--- config.mk ---
export PLATFORM = sky130hd
export DESIGN_NAME = mips_avalon_arbiter
export DESIGN_NICKNAME = d
export VERILOG_FILES = /design/src/rtl/mips_avalon_arbiter.sv
export SDC_FILE = /design/constraint.sdc
export NUM_CORES = 1
export LEC_CHECK = 0
export ABC_CLOCK_PERIOD_IN_PS = 3000
export BUFFER_PORTS_ARGS = -buffer_cell sky130_fd_sc_hd__buf_2
export CORE_AREA = 2 2 96 98
export DETAILED_ROUTE_END_ITERATION = 7
export DIE_AREA = 0 0 98 100
export PLACE_DENSITY = 0.58
export SKIP_LAST_GASP = 1
export SYNTH_ARGS = -nofsm -noshare
export SYNTH_HDL_FRONTEND = slang
export SYNTH_SLANG_ARGS = --single-unit
--- constraint.sdc ---
create_clock -name clk -period 3 [get_ports clk]
set_clock_uncertainty 0.15 [all_clocks]
set_input_delay 0.15 -clock clk [delete_from_list [all_inputs] [get_ports clk]]
set_output_delay 0.15 -clock clk [all_outputs]
set_load 0.005 [all_outputs]
--- src/rtl/mips_avalon_arbiter.sv ---
// Avalon-MM master arbiter between the cache read-miss path and the write-buffer drain.
// One bus transaction at a time. Reads win unless the buffer is full, hazarded, or starved.
module mips_avalon_arbiter #(
  parameter int unsigned MAX_READ_STREAK = 4
) (
  input  logic        clk,
  input  logic        rst,
  // cache read requester
  input  logic        rd_read,
  input  logic [31:0] rd_addr,
  input  logic [3:0]  rd_byteenable,
  output logic        rd_waitrequest,
  output logic [31:0] rd_readdata,
  // write-buffer drain requester
  input  logic        wb_write,
  input  logic [31:0] wb_addr,
  input  logic [31:0] wb_writedata,
  input  logic [3:0]  wb_byteenable,
  input  logic        wb_full,
  input  logic        wb_hit,
  output logic        wb_waitrequest,
  // master port
  output logic [31:0] avm_address,
  output logic        avm_read,
  output logic        avm_write,
  output logic [31:0] avm_writedata,
  output logic [3:0]  avm_byteenable,
  input  logic        avm_waitrequest,
  input  logic [31:0] avm_readdata,
  output logic        busy
);

  typedef enum logic [1:0] {
    S_IDLE  = 2'd0,
    S_READ  = 2'd1,
    S_WRITE = 2'd2
  } state_t;

  localparam logic [3:0] STREAK_MAX = 4'(MAX_READ_STREAK);

  state_t     state_q, state_d;
  logic [3:0] streak_q;

  logic rd_done, wr_done, raw_hazard, force_wr;

  assign rd_done    = (state_q == S_READ)  && !avm_waitrequest;
  assign wr_done    = (state_q == S_WRITE) && !avm_waitrequest;
  // A hit only matters while there is actually a buffered write to drain.
  assign raw_hazard = wb_hit && wb_write;
  assign force_wr   = wb_write && (wb_full || wb_hit || (streak_q == STREAK_MAX));

  assign rd_readdata = avm_readdata;

  always_ff @(posedge clk or negedge rst) begin
    if (!rst) state_q <= S_IDLE;
    else      state_q <= state_d;
  end

  // Counts reads granted while a write waits; a write completion or an empty buffer clears it.
  always_ff @(posedge clk or negedge rst) begin
    if (!rst)                          streak_q <= '0;
    else if (!wb_write || wr_done)     streak_q <= '0;
    else if (rd_done && streak_q != STREAK_MAX) streak_q <= streak_q + 4'd1;
  end

  always_comb begin
    state_d        = state_q;
    avm_read       = 1'b0;
    avm_write      = 1'b0;
    avm_address    = '0;
    avm_writedata  = '0;
    avm_byteenable = '0;
    rd_waitrequest = 1'b1;
    wb_waitrequest = 1'b1;
    busy           = (state_q != S_IDLE);
    case (state_q)
      S_IDLE: begin
        if (force_wr)                     state_d = S_WRITE;
        else if (rd_read && !raw_hazard)  state_d = S_READ;
        else if (wb_write)                state_d = S_WRITE;
      end
      S_READ: begin
        avm_read       = 1'b1;
        avm_address    = rd_addr;
        avm_byteenable = rd_byteenable;
        rd_waitrequest = avm_waitrequest;
        if (!avm_waitrequest) state_d = S_IDLE;
      end
      S_WRITE: begin
        avm_write      = 1'b1;
        avm_address    = wb_addr;
        avm_writedata  = wb_writedata;
        avm_byteenable = wb_byteenable;
        wb_waitrequest = avm_waitrequest;
        if (!avm_waitrequest) state_d = S_IDLE;
      end
      default: state_d = S_IDLE;
    endcase
  end

endmodule

==> out/results.tsv <==
stage	metric	value	unit
power	Comb power frac	0.843	
synthesis	synthesized cell area	1430	µm²
critical_path	Worst Path Arrival	2.04	ns
clocking	clk sinks	6	
critical_path	crit path max-delay cell type	ha_1	
power	Leakage	1.24	nW
timing	highest clock rate	427	MHz
floorplanning	Core Area	8890	µm²
critical_path	Critical Path Source Type	flip-flop	
outcome	outcome	completed	
critical_path	crit path cell chain	inv_1 > ha_1 > buf_4 > a22oi_1 > nor2b_1 > buf_2	
synthesis	sequential fraction of the synthesis area	0.105	
place	Setup WS pre-CTS	0.854	ns
synthesis	synth unique cells	25	
timing	final critical-path required period	2.34	ns
timing	final worst path period share	0.780	
routing	initial drt markers	45	
layout	layout cells sized above 1	0.563	
global_routing	largest net degree at the start of global routing	39	
clocking	clk slew on worst S/H paths	0.04	ns
place	DP Area	2210	µm²
power	P per Cell Area	660	nW/µm²
power	IR drop worst, VDD	0.215	mV
clocking	htree depth	1	
critical_path	delay-heaviest family, CP	buffers and inverters	
global_routing	first-pass GRT wire length	8.43	mm
global_routing	number of global-route vias before repair	1783	
floorplanning	row count	35	
min_path	Worst Hold Class	input port to flip-flop	
place	Post-DP HPWL	4.84	mm
timing	unrepaired setup endpoints after global routing	false	
routing	drt drc	0	
power	Psw	684	µW
routing	routed length per instance	12.9	µm
layout	P&R area growth vs syn	58.3	%
synthesis	Avg Synthesized Cell Area	7.20	µm²
timing	final hold violations	0	
global_routing	antenna violations before repair	0	
power	Overall Power	1.49	mW
timing	Worst-Margin Slew	0.574	ns
layout	final std cells w/o fill	450	
critical_path	Worst Path Buf+Inv	3	
critical_path	slowest stage delay, CP	0.42	ns
power	Switching Share	0.459	
routing	Vias/cell	4.28	
layout	highest-count cells in the layout ignoring fill and taps	183 x buf_2, 37 x nor2b_1, 36 x a22oi_1	
power	Seq pwr share	0.074	
layout	design area	2260	µm²
floorplanning	initial core utilization	0.160	
clocking	CTS buffer count	3	
timing	setup_tns	0	ns
floorplanning	IO Pins	248	
timing	slew margin rel.	0.617	
timing	Finish-stage setup viols	0	
floorplanning	Horiz. Die Dim	98	µm
synthesis	#FFs+latches synth	6	
routing	via count	1924	
layout	commonest non-fill, non-tap cell in the layout	buf_2	
place	IO buf count	183	
floorplanning	chip height	100	µm
clocking	clk root buf	clkbuf_8	
global_routing	grt total ovfl	0	
critical_path	Worst EP required	2.70	ns
routing	Post-Route WL	5.79	mm
routing	Antenna Nets Post-Route	0	
routing	DRT Pass-1 Iters	5	
power	Clock power frac	0.083	
run	Max Cap Viol	0	
layout	Antenna diodes	0	
global_routing	total global-route track usage	0.104	
timing	Final Worst Setup Slack	0.660	ns
layout	final net count	489	
critical_path	Crit Path Category	flip-flop to output pin	
clocking	CTS tree	done	
critical_path	worst-path maximum fanout	32	
floorplanning	Die ar.	9800	µm²
clocking	insertion delay to the later sink of the worst-skew pair	0.23	ns
power	internal power	806	µW
synthesis	syn nets	346	
critical_path	CP Capture Type	output pin	
layout	fin util	0.254	
synthesis	Syn. warnings	0	
timing	Final Max Tran Viols	0	
clocking	maximum root-to-sink buffer count	2	
synthesis	Post-Synthesis Cells	198	
clocking	cts repair resizes	0	
place	Post-Place Cells	446	
place	routability cong.	0.778	
timing	minimum hold slack	0.0574	ns
[flip-flops by register name, indices dropped and copies added (netlist names)]
signal	count
state_q	2
streak_q	4
[layer usage]
layer	vias up	share of wire	GRT usage
met5	-	0	0
met4	0	0.022	0.0374
met3	20	0.085	0.0118
met2	119	0.51	0.202
met1	861	0.38	0.116
li1	924	-	-
[layout make-up]
type,instances,area [µm²]
flip-flops and latches,6,150
clock buffers,3,41.3
fillers,992,6630
well taps,111,139
multi-input cells,137,945
inverters,6,22.5
repair buffers,187,961
[power groups by stage]
stage / clock (mW) / sequential, mW / combinational [mW]
2_1_floorplan: 0 / 0.107 / 0.796
3_3_place_gp: 0 / 0.110 / 1.26
3_5_place_dp: 0 / 0.111 / 1.28
4_1_cts: 0.127 / 0.110 / 1.28
5_1_grt: 0.130 / 0.113 / 1.41
6_report: 0.123 / 0.110 / 1.26
[cell families (layout without fill, tap and decap cells)]
| kind of cell | count (synthesis) | in the layout | share of synthesized area |
|---|---|---|---|
| buffers and inverters | 55 | 196 | 0.234 |
| multiplexers | 2 | 2 | 0.0140 |
| AO/OA/AOI/OAI | 44 | 44 | 0.227 |
| AND/OR/NAND/NOR | 86 | 86 | 0.375 |
| flip-flops | 6 | 6 | 0.105 |
| adder cells (fa/ha/maj) | 5 | 5 | 0.0439 |
[worst reg2reg max path, cell delays in order (launching register included)]
cell      delay, ns
dfrtp_1        0.39
inv_1          0.09
ha_1           0.42
buf_4          0.42
nand3b_1       0.15
a211oi_1       0.26
[path summary, 6_finish.rpt]
path                             from  slack (ns)         endpoint  depth (start not counted)
max                        state_q[1]        0.66  avm_address[22]                          6
min                           rd_read        0.06       state_q[0]                          3
max reg2reg                state_q[1]        1.02      streak_q[2]                          5
min reg2reg                state_q[0]        0.38       state_q[0]                          1
max in group asynchronous         rst        2.41      streak_q[1]                          2
min in group asynchronous         rst        0.14       state_q[0]                          2
[repair_timing]
action	CTS	global route
hold buffers	1	0
endpoints found under the setup margin	0	0
endpoints found under the hold margin	6	0
buffers inserted	0	0
[cell usage after synthesis]
library cell	n	share of area
or4_1	1	0.0053
and3b_1	1	0.0061
buf_2	6	0.021
nand3b_1	1	0.0053
a21oi_1	1	0.0035
buf_4	32	0.17
a22oi_1	36	0.19
nor3_1	1	0.0035
o31a_1	1	0.0061
nand2b_1	1	0.0044
mux2i_1	2	0.014
nand3_1	7	0.025
nor2b_1	37	0.16
ha_1	5	0.044
nor4b_1	1	0.0061
o21ai_0	3	0.011
inv_1	6	0.016
nor2_1	1	0.0026
nand2_1	2	0.0053
o2bb2ai_1	2	0.012
a211oi_1	1	0.0053
and2_1	32	0.14
nand2b_4	1	0.0096
clkbuf_1	11	0.029
dfrtp_1	6	0.11
(Power assumes the default switching activity.)
